## config.mk

```make
export PLATFORM = sky130hd
export DESIGN_NAME = adc_sync_lock_ctrl
export DESIGN_NICKNAME = d
export VERILOG_FILES = /design/src/rtl/adc_timing_pkg.sv /design/src/rtl/sync_edge_filter.sv /design/src/rtl/adc_sync_lock_ctrl.sv
export SDC_FILE = /design/constraint.sdc
export NUM_CORES = 1
export LEC_CHECK = 0
export BUFFER_PORTS_ARGS = -buffer_cell sky130_fd_sc_hd__buf_4
export CORE_MARGIN = 2
export CORE_UTILIZATION = 61
export DETAILED_ROUTE_END_ITERATION = 7
export PLACE_DENSITY_LB_ADDON = 0.2
export SYNTH_ARGS = -nofsm -noshare
export SYNTH_HDL_FRONTEND = slang
export SYNTH_HIERARCHICAL = 1
export SYNTH_SLANG_ARGS = --single-unit
```

## constraint.sdc

```tcl
create_clock -name hw_pixel_clk -period 3.05 [get_ports hw_pixel_clk]
set_input_delay 0.915 -clock hw_pixel_clk [delete_from_list [all_inputs] [get_ports hw_pixel_clk]]
set_output_delay 0.915 -clock hw_pixel_clk [all_outputs]
set_load 0.01 [all_outputs]
```

## src/rtl/adc_timing_pkg.sv

```systemverilog
// rtl/adc_timing_pkg.sv - lock FSM state encoding, SVGA 800x600 timing and sync latency constants
package adc_timing_pkg;

  typedef enum logic [1:0] {
    ST_IDLE   = 2'd0,
    ST_SEARCH = 2'd1,
    ST_VERIFY = 2'd2,
    ST_LOCKED = 2'd3
  } lock_state_t;

  localparam int SVGA_H_TOTAL = 1056;
  localparam int SVGA_V_TOTAL = 628;
  localparam int SYNC_LAT     = 8;
  // Latency = 2 synchronizer flops + filter window + registered edge pulse.
  localparam int FILT_LEN     = SYNC_LAT - 3;
  localparam int CNT_W        = 11;
  localparam logic [CNT_W-1:0] CNT_MAX = '1;

  function automatic logic line_in_tol(input logic [CNT_W-1:0] meas, input int exp_len,
                                       input int tol);
    int diff;
    diff = int'(meas) - exp_len;
    return (diff <= tol) && (diff >= -tol);
  endfunction

endpackage

```

## src/rtl/sync_edge_filter.sv

```systemverilog
// rtl/sync_edge_filter.sv - 2-flop synchronizer, 5-sample glitch filter and rising-edge pulse
module sync_edge_filter
  import adc_timing_pkg::*;
(
  input  logic clk,
  input  logic reset,
  input  logic sync_raw,
  output logic pulse
);

  logic [1:0]          sync_q;
  logic [FILT_LEN-1:0] hist;
  logic                level;

  always_ff @(posedge clk) begin
    if (reset) begin
      sync_q <= '0;
      hist   <= '0;
      level  <= 1'b0;
      pulse  <= 1'b0;
    end else begin
      sync_q <= {sync_q[0], sync_raw};
      hist   <= {hist[FILT_LEN-2:0], sync_q[1]};
      pulse  <= 1'b0;
      if (&hist) begin
        level <= 1'b1;
        pulse <= ~level;
      end else if (~|hist) begin
        level <= 1'b0;
      end
    end
  end

endmodule

```

## src/rtl/adc_sync_lock_ctrl.sv

```systemverilog
// rtl/adc_sync_lock_ctrl.sv - ADC sync lock controller; ADC_LOCK_ERR_COUNT_EN adds lock_loss_count
module adc_sync_lock_ctrl
  import adc_timing_pkg::*;
#(
  parameter int EXP_H_TOTAL = SVGA_H_TOTAL,
  parameter int EXP_V_TOTAL = SVGA_V_TOTAL,
  parameter int H_TOL       = 2,
  parameter int LOCK_FRAMES = 4,
  parameter int LOSS_FRAMES = 2
) (
  input  logic        hw_pixel_clk,
  input  logic        reset,
  input  logic        enable,
  input  logic        hw_hsync_in,
  input  logic        hw_vsync_in,
  output logic        locked,
  output logic        capture_enable,
  output logic [10:0] h_total,
  output logic [10:0] v_total,
  output logic [1:0]  state
`ifdef ADC_LOCK_ERR_COUNT_EN
  ,
  output logic [7:0]  lock_loss_count
`endif
);

  lock_state_t      cur, nxt;
  logic             hs_pulse, vs_pulse;
  logic [CNT_W-1:0] pix_cnt, line_cnt, lines_closing;
  logic             lines_ok, line_good, frame_good, pix_sat;
  logic [7:0]       good_cnt, good_nxt, bad_cnt, bad_nxt;

  sync_edge_filter u_hsync_filter (
    .clk(hw_pixel_clk), .reset(reset), .sync_raw(hw_hsync_in), .pulse(hs_pulse)
  );
  sync_edge_filter u_vsync_filter (
    .clk(hw_pixel_clk), .reset(reset), .sync_raw(hw_vsync_in), .pulse(vs_pulse)
  );

  // An hsync coincident with vsync belongs to the closing frame.
  assign line_good     = line_in_tol(pix_cnt, EXP_H_TOTAL, H_TOL);
  assign lines_closing = (hs_pulse && line_cnt != CNT_MAX) ? line_cnt + CNT_W'(1) : line_cnt;
  assign frame_good    = (int'(lines_closing) == EXP_V_TOTAL) && lines_ok && (!hs_pulse || line_good);
  assign pix_sat       = (pix_cnt == CNT_MAX);

  always_comb begin
    nxt      = cur;
    good_nxt = good_cnt;
    bad_nxt  = bad_cnt;
    case (cur)
      ST_IDLE: begin
        good_nxt = '0;
        bad_nxt  = '0;
        if (enable) nxt = ST_SEARCH;
      end
      ST_SEARCH: begin
        if (vs_pulse) begin
          nxt      = ST_VERIFY;
          good_nxt = '0;
          bad_nxt  = '0;
        end
      end
      ST_VERIFY: begin
        if (pix_sat) begin
          nxt = ST_SEARCH;
        end else if (vs_pulse) begin
          if (!frame_good) begin
            good_nxt = '0;
          end else if (int'(good_cnt) + 1 >= LOCK_FRAMES) begin
            nxt      = ST_LOCKED;
            good_nxt = '0;
          end else begin
            good_nxt = good_cnt + 8'd1;
          end
        end
      end
      default: begin
        if (pix_sat) begin
          nxt = ST_SEARCH;
        end else if (vs_pulse) begin
          if (frame_good) begin
            bad_nxt = '0;
          end else if (int'(bad_cnt) + 1 >= LOSS_FRAMES) begin
            nxt     = ST_SEARCH;
            bad_nxt = '0;
          end else begin
            bad_nxt = bad_cnt + 8'd1;
          end
        end
      end
    endcase
    if (!enable) nxt = ST_IDLE;
  end

  always_ff @(posedge hw_pixel_clk) begin
    if (reset) begin
      cur      <= ST_IDLE;
      good_cnt <= '0;
      bad_cnt  <= '0;
    end else begin
      cur      <= nxt;
      good_cnt <= good_nxt;
      bad_cnt  <= bad_nxt;
    end
  end

  always_ff @(posedge hw_pixel_clk) begin
    if (reset) begin
      pix_cnt        <= '0;
      line_cnt       <= '0;
      lines_ok       <= 1'b0;
      h_total        <= '0;
      v_total        <= '0;
      capture_enable <= 1'b0;
    end else begin
      capture_enable <= (nxt == ST_LOCKED) && (capture_enable || (cur == ST_LOCKED && vs_pulse));
      if (cur == ST_IDLE) begin
        pix_cnt  <= '0;
        line_cnt <= '0;
        lines_ok <= 1'b0;
      end else begin
        if (hs_pulse) begin
          pix_cnt <= CNT_W'(1);
          h_total <= pix_cnt;
        end else if (!pix_sat) begin
          pix_cnt <= pix_cnt + CNT_W'(1);
        end
        if (vs_pulse) begin
          v_total  <= lines_closing;
          line_cnt <= '0;
          lines_ok <= 1'b1;
        end else if (hs_pulse) begin
          line_cnt <= lines_closing;
          lines_ok <= lines_ok & line_good;
        end
      end
    end
  end

`ifdef ADC_LOCK_ERR_COUNT_EN
  always_ff @(posedge hw_pixel_clk) begin
    if (reset) begin
      lock_loss_count <= '0;
    end else if (cur == ST_LOCKED && nxt == ST_SEARCH && lock_loss_count != 8'hFF) begin
      lock_loss_count <= lock_loss_count + 8'd1;
    end
  end
`endif

  assign locked = (cur == ST_LOCKED);
  assign state  = cur;

endmodule

```

# --- After elaboration in Yosys (flattened, before gate mapping) ---
# Cells that the tools add are included.
# Widths: inputs -> output; s select.
op_classes:
  add_sub_neg: 7
  n_lt_le_gt_ge: 4
  eq_ne: 14
  mux: 31
  bitwise_logic: 7
  n_reduce_logical: 26
ops:
  columns: ["op", "count"]
  rows:
  - ["$mux 8", 9]
  - ["$pmux 8 s3", 2]
  - ["$add 11x1->11 const B", 2]
  - ["$eq 11x11->1 const B", 2]
  - ["$mux 2", 10]
  - ["$add 8x1->9 const B", 2]
  - ["$add 8x1->8 const B", 2]
  - ["$ge 12x2->1 const B", 1]
  - ["$le 12x3->1 const B", 1]
  - ["$sub 11x11->12 const B", 1]
  - ["$mux 11", 1]
  - ["$ne 11x11->1 const B", 1]
  - ["$ne 2x1->1 const B", 5]
  - ["$reduce_and 5->1", 2]
  - ["$reduce_or 5->1", 2]
  - ["$ge 9x2->1 const B", 1]
  - ["$ge 9x3->1 const B", 1]
  - ["$mux 1", 8]
  - ["$reduce_and 4->1", 2]
  - ["$eq 2x2->1 const B", 3]
  - ["$logic_and 1x1->1", 6]
  - ["$not 1->1", 6]
  - ["$pmux 2 s3", 1]
  - ["$reduce_or 2->1", 3]
  - ["other kinds (11)", 15]
totals:
  register_bits: 82
  inputBits: 5
  out_inout_bits: 26
  wordCells: 107

# --- Depth between registers and ports, before layout ---
depth:
  word_depth: 13
  depth_mapped: 9

# --- Hierarchy ---
# Netlist, hierarchy kept.
modules_own_cells:
  columns: ["module", "instances", "cells_each", "area_per_inst_um2"]
  rows:
  - ["adc_sync_lock_ctrl", 1, 341, 2982.9]
  - ["sync_edge_filter", 2, 23, 265.3]

# --- Worst setup path after synthesis ---
# OpenSTA, ideal clock, no wires.
synth_timing:
  path_type: "reg-to-reg"
  start: "reg line_cnt[1]"
  end: "reg bad_cnt[0]"
  t_arrival_ns: 1.892
  required_time_ns: 2.933
  path_slack_ns: 1.041
  path_stages_with_launch: 8
  path_buffers: 0
  synth_period_minus_slack_ns: 2.009
  path_cell_list: "dfxtp_1 > ha_1 > inv_2 > o41ai_4 > o211ai_1 > a22oi_2 > nand4b_4 > a32o_1"
synth_via:
  elab_chain_len: 10
synth_lines:
  columns: ["element", "line", "source"]
  rows:
  - ["from (decl)", "adc_sync_lock_ctrl.sv:29", "logic [CNT_W-1:0] pix_cnt, line_cnt, lines_closing;"]
  - ["from (signal assigned)", "adc_sync_lock_ctrl.sv:133", "line_cnt <= lines_closing;"]
  - ["branches (longest 2 deep; another with $add 11x1->11)", null, null]
  - ["$mux 11 *", "adc_sync_lock_ctrl.sv:42", "assign lines_closing = (hs_pulse && line_cnt != CNT_MAX) ? line_cnt + CNT_W'(1) : line_cnt;"]
  - ["$eq 11x11->1 *", "adc_sync_lock_ctrl.sv:43", "assign frame_good = (int'(lines_closing) == EXP_V_TOTAL) && lines_ok && (!hs_pulse || line_good);"]
  - ["$logic_and 1x1->1 * (2 in series)", "adc_sync_lock_ctrl.sv:43", null]
  - ["$mux 8 *", "adc_sync_lock_ctrl.sv:81", "if (frame_good) begin"]
  - ["$mux 8 *", "adc_sync_lock_ctrl.sv:80", "end else if (vs_pulse) begin"]
  - ["$mux 8 *", "adc_sync_lock_ctrl.sv:78", "if (pix_sat) begin"]
  - ["$pmux 8 s3 *", "adc_sync_lock_ctrl.sv:50", "case (cur)"]
  - ["to (signal assigned)", "adc_sync_lock_ctrl.sv:103", "bad_cnt <= bad_nxt;"]
  - ["to (decl)", "adc_sync_lock_ctrl.sv:31", "logic [7:0] good_cnt, good_nxt, bad_cnt, bad_nxt;"]
# Every way passes the cells marked *. The select of a mux whose other input is x is not followed.
# A chain may end at the register's enable or synchronous reset.

# --- Worst setup path after layout ---
layout_timing:
  start: "reg line_cnt[1]"
  end: "reg cur[1], in the netlist state[1]"
layout_via:
  elab_chain_len: 11
layout_lines:
  columns: ["element", "line", "source"]
  rows:
  - ["branches (longest 2 deep; another with $add 11x1->11)", null, null]
  - ["$mux 11 *", "adc_sync_lock_ctrl.sv:42", null]
  - ["$eq 11x11->1 *", "adc_sync_lock_ctrl.sv:43", null]
  - ["$logic_and 1x1->1 * (2 in series)", "adc_sync_lock_ctrl.sv:43", null]
  - ["$mux 2 (on tied branches)", "adc_sync_lock_ctrl.sv:81, adc_sync_lock_ctrl.sv:67", null]
  - ["$mux 2 (on tied branches)", "adc_sync_lock_ctrl.sv:80, adc_sync_lock_ctrl.sv:66", null]
  - ["$mux 2 (on tied branches)", "adc_sync_lock_ctrl.sv:78, adc_sync_lock_ctrl.sv:64", null]
  - ["$pmux 2 s3 *", "adc_sync_lock_ctrl.sv:50", null]
  - ["$mux 2 *", "adc_sync_lock_ctrl.sv:92", "if (!enable) nxt = ST_IDLE;"]
  - ["to (signal assigned)", "adc_sync_lock_ctrl.sv:101", "cur <= nxt;"]
  - ["to (decl)", "adc_sync_lock_ctrl.sv:27", "lock_state_t cur, nxt;"]
# Every way passes the cells marked *.

==> results by group <==
Clocking
  • Number of levels the H-tree was split into: 3
  • Clock sink total: between 80 and 90
  • Post-CTS resize count: 0
  • Clock tree from TritonCTS: built
  • Post-CTS repair timing setup buffer count: 0
  • Clock edge transition at the registers on the reported setup and hold paths: 0.08 ns
  • Clk Latency, worst-skew pair: 0.36 ns
  • Maximum root-to-sink buffer count: 2
  • Count of hold-fix buffers inserted at cts: 0
  • Number of buffers inserted during clock tree synthesis: 9
  • Buffer cell driving the clock tree root: sky130_fd_sc_hd__clkbuf_8

Setup path
  • Critical path capture point type: flip-flop
  • Beginning of the critical path: line_cnt[1]
  • Startpoint type of the worst setup path: flip-flop
  • Critical path data required time: 3.36 ns
  • Worst setup path class: reg -> reg
  • Number of cell instances on the worst register-to-register path: 8
  • CP bufs+invs: 1
  • Arrival time at the worst endpoint: 2.54 ns
  • Delay of the slowest critical-path stage: 0.42 ns
  • Family of cells with the greatest summed delay on the critical path: compound AO/OA/AOI/OAI gates
  • Worst-path maximum fanout: 7
  • Source of the worst register-to-register timing path: line_cnt[1]
  • Worst flop-to-flop path endpoint: state[1]
  • Cells along the critical path: ha_1 > inv_2 > o41ai_4 > o211ai_1 > a22oi_2 > nand4b_4 > a21oi_1 > o211a_1
  • Slowest cell on crit path: sky130_fd_sc_hd__dfxtp_1
  • Worst-case register-to-register setup slack: 0.82 ns

Yosys
  • Largest cells by area after synthesis: sky130_fd_sc_hd__dfxtp_1 (47%), sky130_fd_sc_hd__nor2_1 (5.3%), sky130_fd_sc_hd__nand2_1 (4.7%), sky130_fd_sc_hd__a21oi_1 (3.3%), sky130_fd_sc_hd__ha_1 (3.2%)
  • Number of flip-flops and latches in the synthesized netlist: 82
  • Main synth FF type: sky130_fd_sc_hd__dfxtp_1
  • Async set-reset flop share out of synthesis: 0%
  • Nets in the synthesized netlist: 401
  • Share of synthesized area occupied by flip-flops and latches: about 47%
  • Number of synthesis warnings: 6
  • Post-synth design cell area: 0.003513 mm^2
  • Largest area contributor in the synthesized netlist: sky130_fd_sc_hd__dfxtp_1
  • Unique cell type count in the Yosys netlist: 55
  • Mean instance size in the synthesized netlist: 9.078 um^2
  • Instance count of the mapped netlist: 387
  • EDFF count, synth: 0
  • Fraction of post-synthesis cell area in the top cell type by area: 46.72%

Timing
  • Fin Clk Skew: 0.004953 ns
  • Max-slew headroom at the worst pin: 51.18%
  • Least-Margin Pin Slew: approximately 0.73 ns
  • Hold Worst Slack: between 0.4 and 0.5 ns
  • Final number of setup-violating endpoints: 0
  • Setup TNS: 0 ns
  • Highest clock frequency the design can meet: 0.4484 GHz
  • Final number of hold-violating endpoints: 0
  • Count of final max-slew check failures: 0
  • Ratio of final minimum period to clock period: about three quarters
  • RSZ-0062 raised after global routing: no
  • Time the final worst path needs with I/O delays and setup: 2.230 ns

Finish
  • # diodes: 0
  • Highest-count cells in the layout ignoring fill and taps: sky130_fd_sc_hd__dfxtp_1 (82), sky130_fd_sc_hd__nor2_1 (50), sky130_fd_sc_hd__nand2_1 (44)
  • Final-stage net count: 426
  • Number of filler instances in the final layout: 441
  • Fraction of final layout cells with drive strength greater than 1: approximately 16%
  • Final instance count without filler cells: just under 500
  • Leading cell type in the layout, fill and taps excluded: sky130_fd_sc_hd__dfxtp_1
  • Signed area change from the synthesized netlist to the final layout: 12.07%

Placed design
  • Port buffer count: 30
  • Placed cell count: 473
  • Gp weighted congestion: between 0.8 and 0.9
  • Detailed Place HPWL: 4.441 mm

Routing
  • Routed Wire Length: 6.428 mm
  • Drt initial violations: 96
  • Drt first pass iters: 4
  • Count of unresolved DRC violations after routing: 0
  • Antenna Violating Nets Remaining: 0
  • Vias per inst: 5.579
  • Total vias in the final route: 2,728
  • Routed length per placed instance: 13.15 um

Floorplanning
  • Area inside the core boundary: around 0.0055 mm^2
  • Cell row count: 27
  • Die area: about 0.0064 mm^2
  • Number of top-level pins: 31
  • Floorplan die height: between 70 and 80 um
  • Initial cell density of the core: 63.41%
  • Die outline width: 79.89 um

GRT
  • Via count of the first global-routing pass: 2,526
  • Antenna violations before repair: 0
  • Maximum number of pins on one net before global-route repair: 50
  • Combined global-route utilization of all metal layers: 22.45%
  • Overflow left after global routing: 0
  • First-pass GRT wire length: about 11 mm

Pwr
  • Leakage power total: 1.469 nW
  • Ratio of total power to cell area: 464.7 mW/mm^2
  • Maximum ir drop on the vdd rail: 0.3076 mV

Hold path
  • Startpoint of the worst hold path: u_hsync_filter/level
  • Endpoint of the worst hold path: u_hsync_filter/pulse
  • Worst Hold Depth: 1
  • Path type of the worst min-delay path: reg -> reg

Status
  • Run status: completed

Run
  • Number of violations of the max-capacitance limit: 0
registers in the layout, summed over array words and instances (netlist names):
register and count:
h_total 11, line_cnt 11, pix_cnt 11, v_total 11, bad_cnt 8, good_cnt 8, u_hsync_filter/hist 5, u_vsync_filter/hist 5
state 2, u_hsync_filter/sync_q 2, u_vsync_filter/sync_q 2, capture_enable 1, lines_ok 1, u_hsync_filter/level 1, u_hsync_filter/pulse 1, u_vsync_filter/level 1
u_vsync_filter/pulse 1
stage by stage:
stage	cell area (um^2)	utilization, %	worst slack, ns	total power, W
finish	3938	71.07	0.8200	0.001830
global route	3938	71.07	0.5856	0.001899
CTS	3938	71.07	0.8228	0.001843
detailed placement	3759	67.84	0.8374	0.001139
global placement	3759	67.84	0.9094	0.001138
floorplan	3513	-	1.041	0.001125
Yosys cell counts (2+ instances only):
cell	count
sky130_fd_sc_hd__xnor2_1	9
sky130_fd_sc_hd__and4_1	3
sky130_fd_sc_hd__and2_1	13
sky130_fd_sc_hd__a31oi_1	2
sky130_fd_sc_hd__a211oi_1	10
sky130_fd_sc_hd__nor3b_1	5
sky130_fd_sc_hd__nand3_1	13
sky130_fd_sc_hd__buf_6	2
sky130_fd_sc_hd__o21ai_0	7
sky130_fd_sc_hd__nor3_1	11
sky130_fd_sc_hd__buf_2	2
sky130_fd_sc_hd__clkbuf_1	13
sky130_fd_sc_hd__o2111ai_1	2
sky130_fd_sc_hd__or4_1	4
sky130_fd_sc_hd__nor4b_1	3
sky130_fd_sc_hd__inv_1	9
sky130_fd_sc_hd__and3_1	2
sky130_fd_sc_hd__nor2b_1	15
sky130_fd_sc_hd__dfxtp_1	82
sky130_fd_sc_hd__or3_1	2
sky130_fd_sc_hd__o21ai_1	3
sky130_fd_sc_hd__xor2_1	10
sky130_fd_sc_hd__nor2b_2	2
sky130_fd_sc_hd__nor2_1	50
sky130_fd_sc_hd__ha_1	9
sky130_fd_sc_hd__nand4_1	6
sky130_fd_sc_hd__nand2_1	44
sky130_fd_sc_hd__a21oi_1	23
sky130_fd_sc_hd__mux2i_1	4
sky130_fd_sc_hd__and2_2	2
how the worst max path moves through the flow:
stage	end	slack [ns]	cells past startpoint
after global routing	good_cnt[0]	0.59	8
after detailed placement	bad_cnt[0]	0.84	7
after global placement	good_cnt[0]	0.91	8
after CTS	good_cnt[1]	0.82	7
after floorplan	bad_cnt[0]	1.04	7
final	state[1]	0.82	8
cell type report:
| class | instances | area [um^2] | area share, % |
|---|---|---|---|
| inverter | 10 | 37.54 | 0.9533 |
| clock inverter | 6 | 41.29 | 1.049 |
| multi-input combinational | 276 | 1742 | 44.23 |
| clock buffer | 10 | 137.6 | 3.495 |
| sequential | 82 | 1642 | 41.69 |
| tap | 72 | 90.09 | 2.288 |
| timing repair buffer | 33 | 247.7 | 6.292 |
cell families after synthesis:
logic type	share of synthesized area, %
AND/OR/NAND/NOR	27.17
flip-flops	46.72
AO/OA/AOI/OAI	13.32
buffers and inverters	3.704
XOR/XNOR	4.736
adder cells (fa/ha/maj)	3.205
multiplexers	1.140
where the power goes:
part           switching, W  internal (W)
sequential       0.00000420       0.00107
combinational     0.0000223     0.0000114
clock              0.000400      0.000317
total              0.000426       0.00140
layer usage:
layer	wire [um]	vias to the layer above	GRT usage, %
li1	-	1380	-
met1	3072	1302	28.04
met2	3003	36	37.00
met3	251	10	7.240
met4	101	0	6.610
met5	0	-	0
No activity file was read; power rests on OpenSTA's default activity.
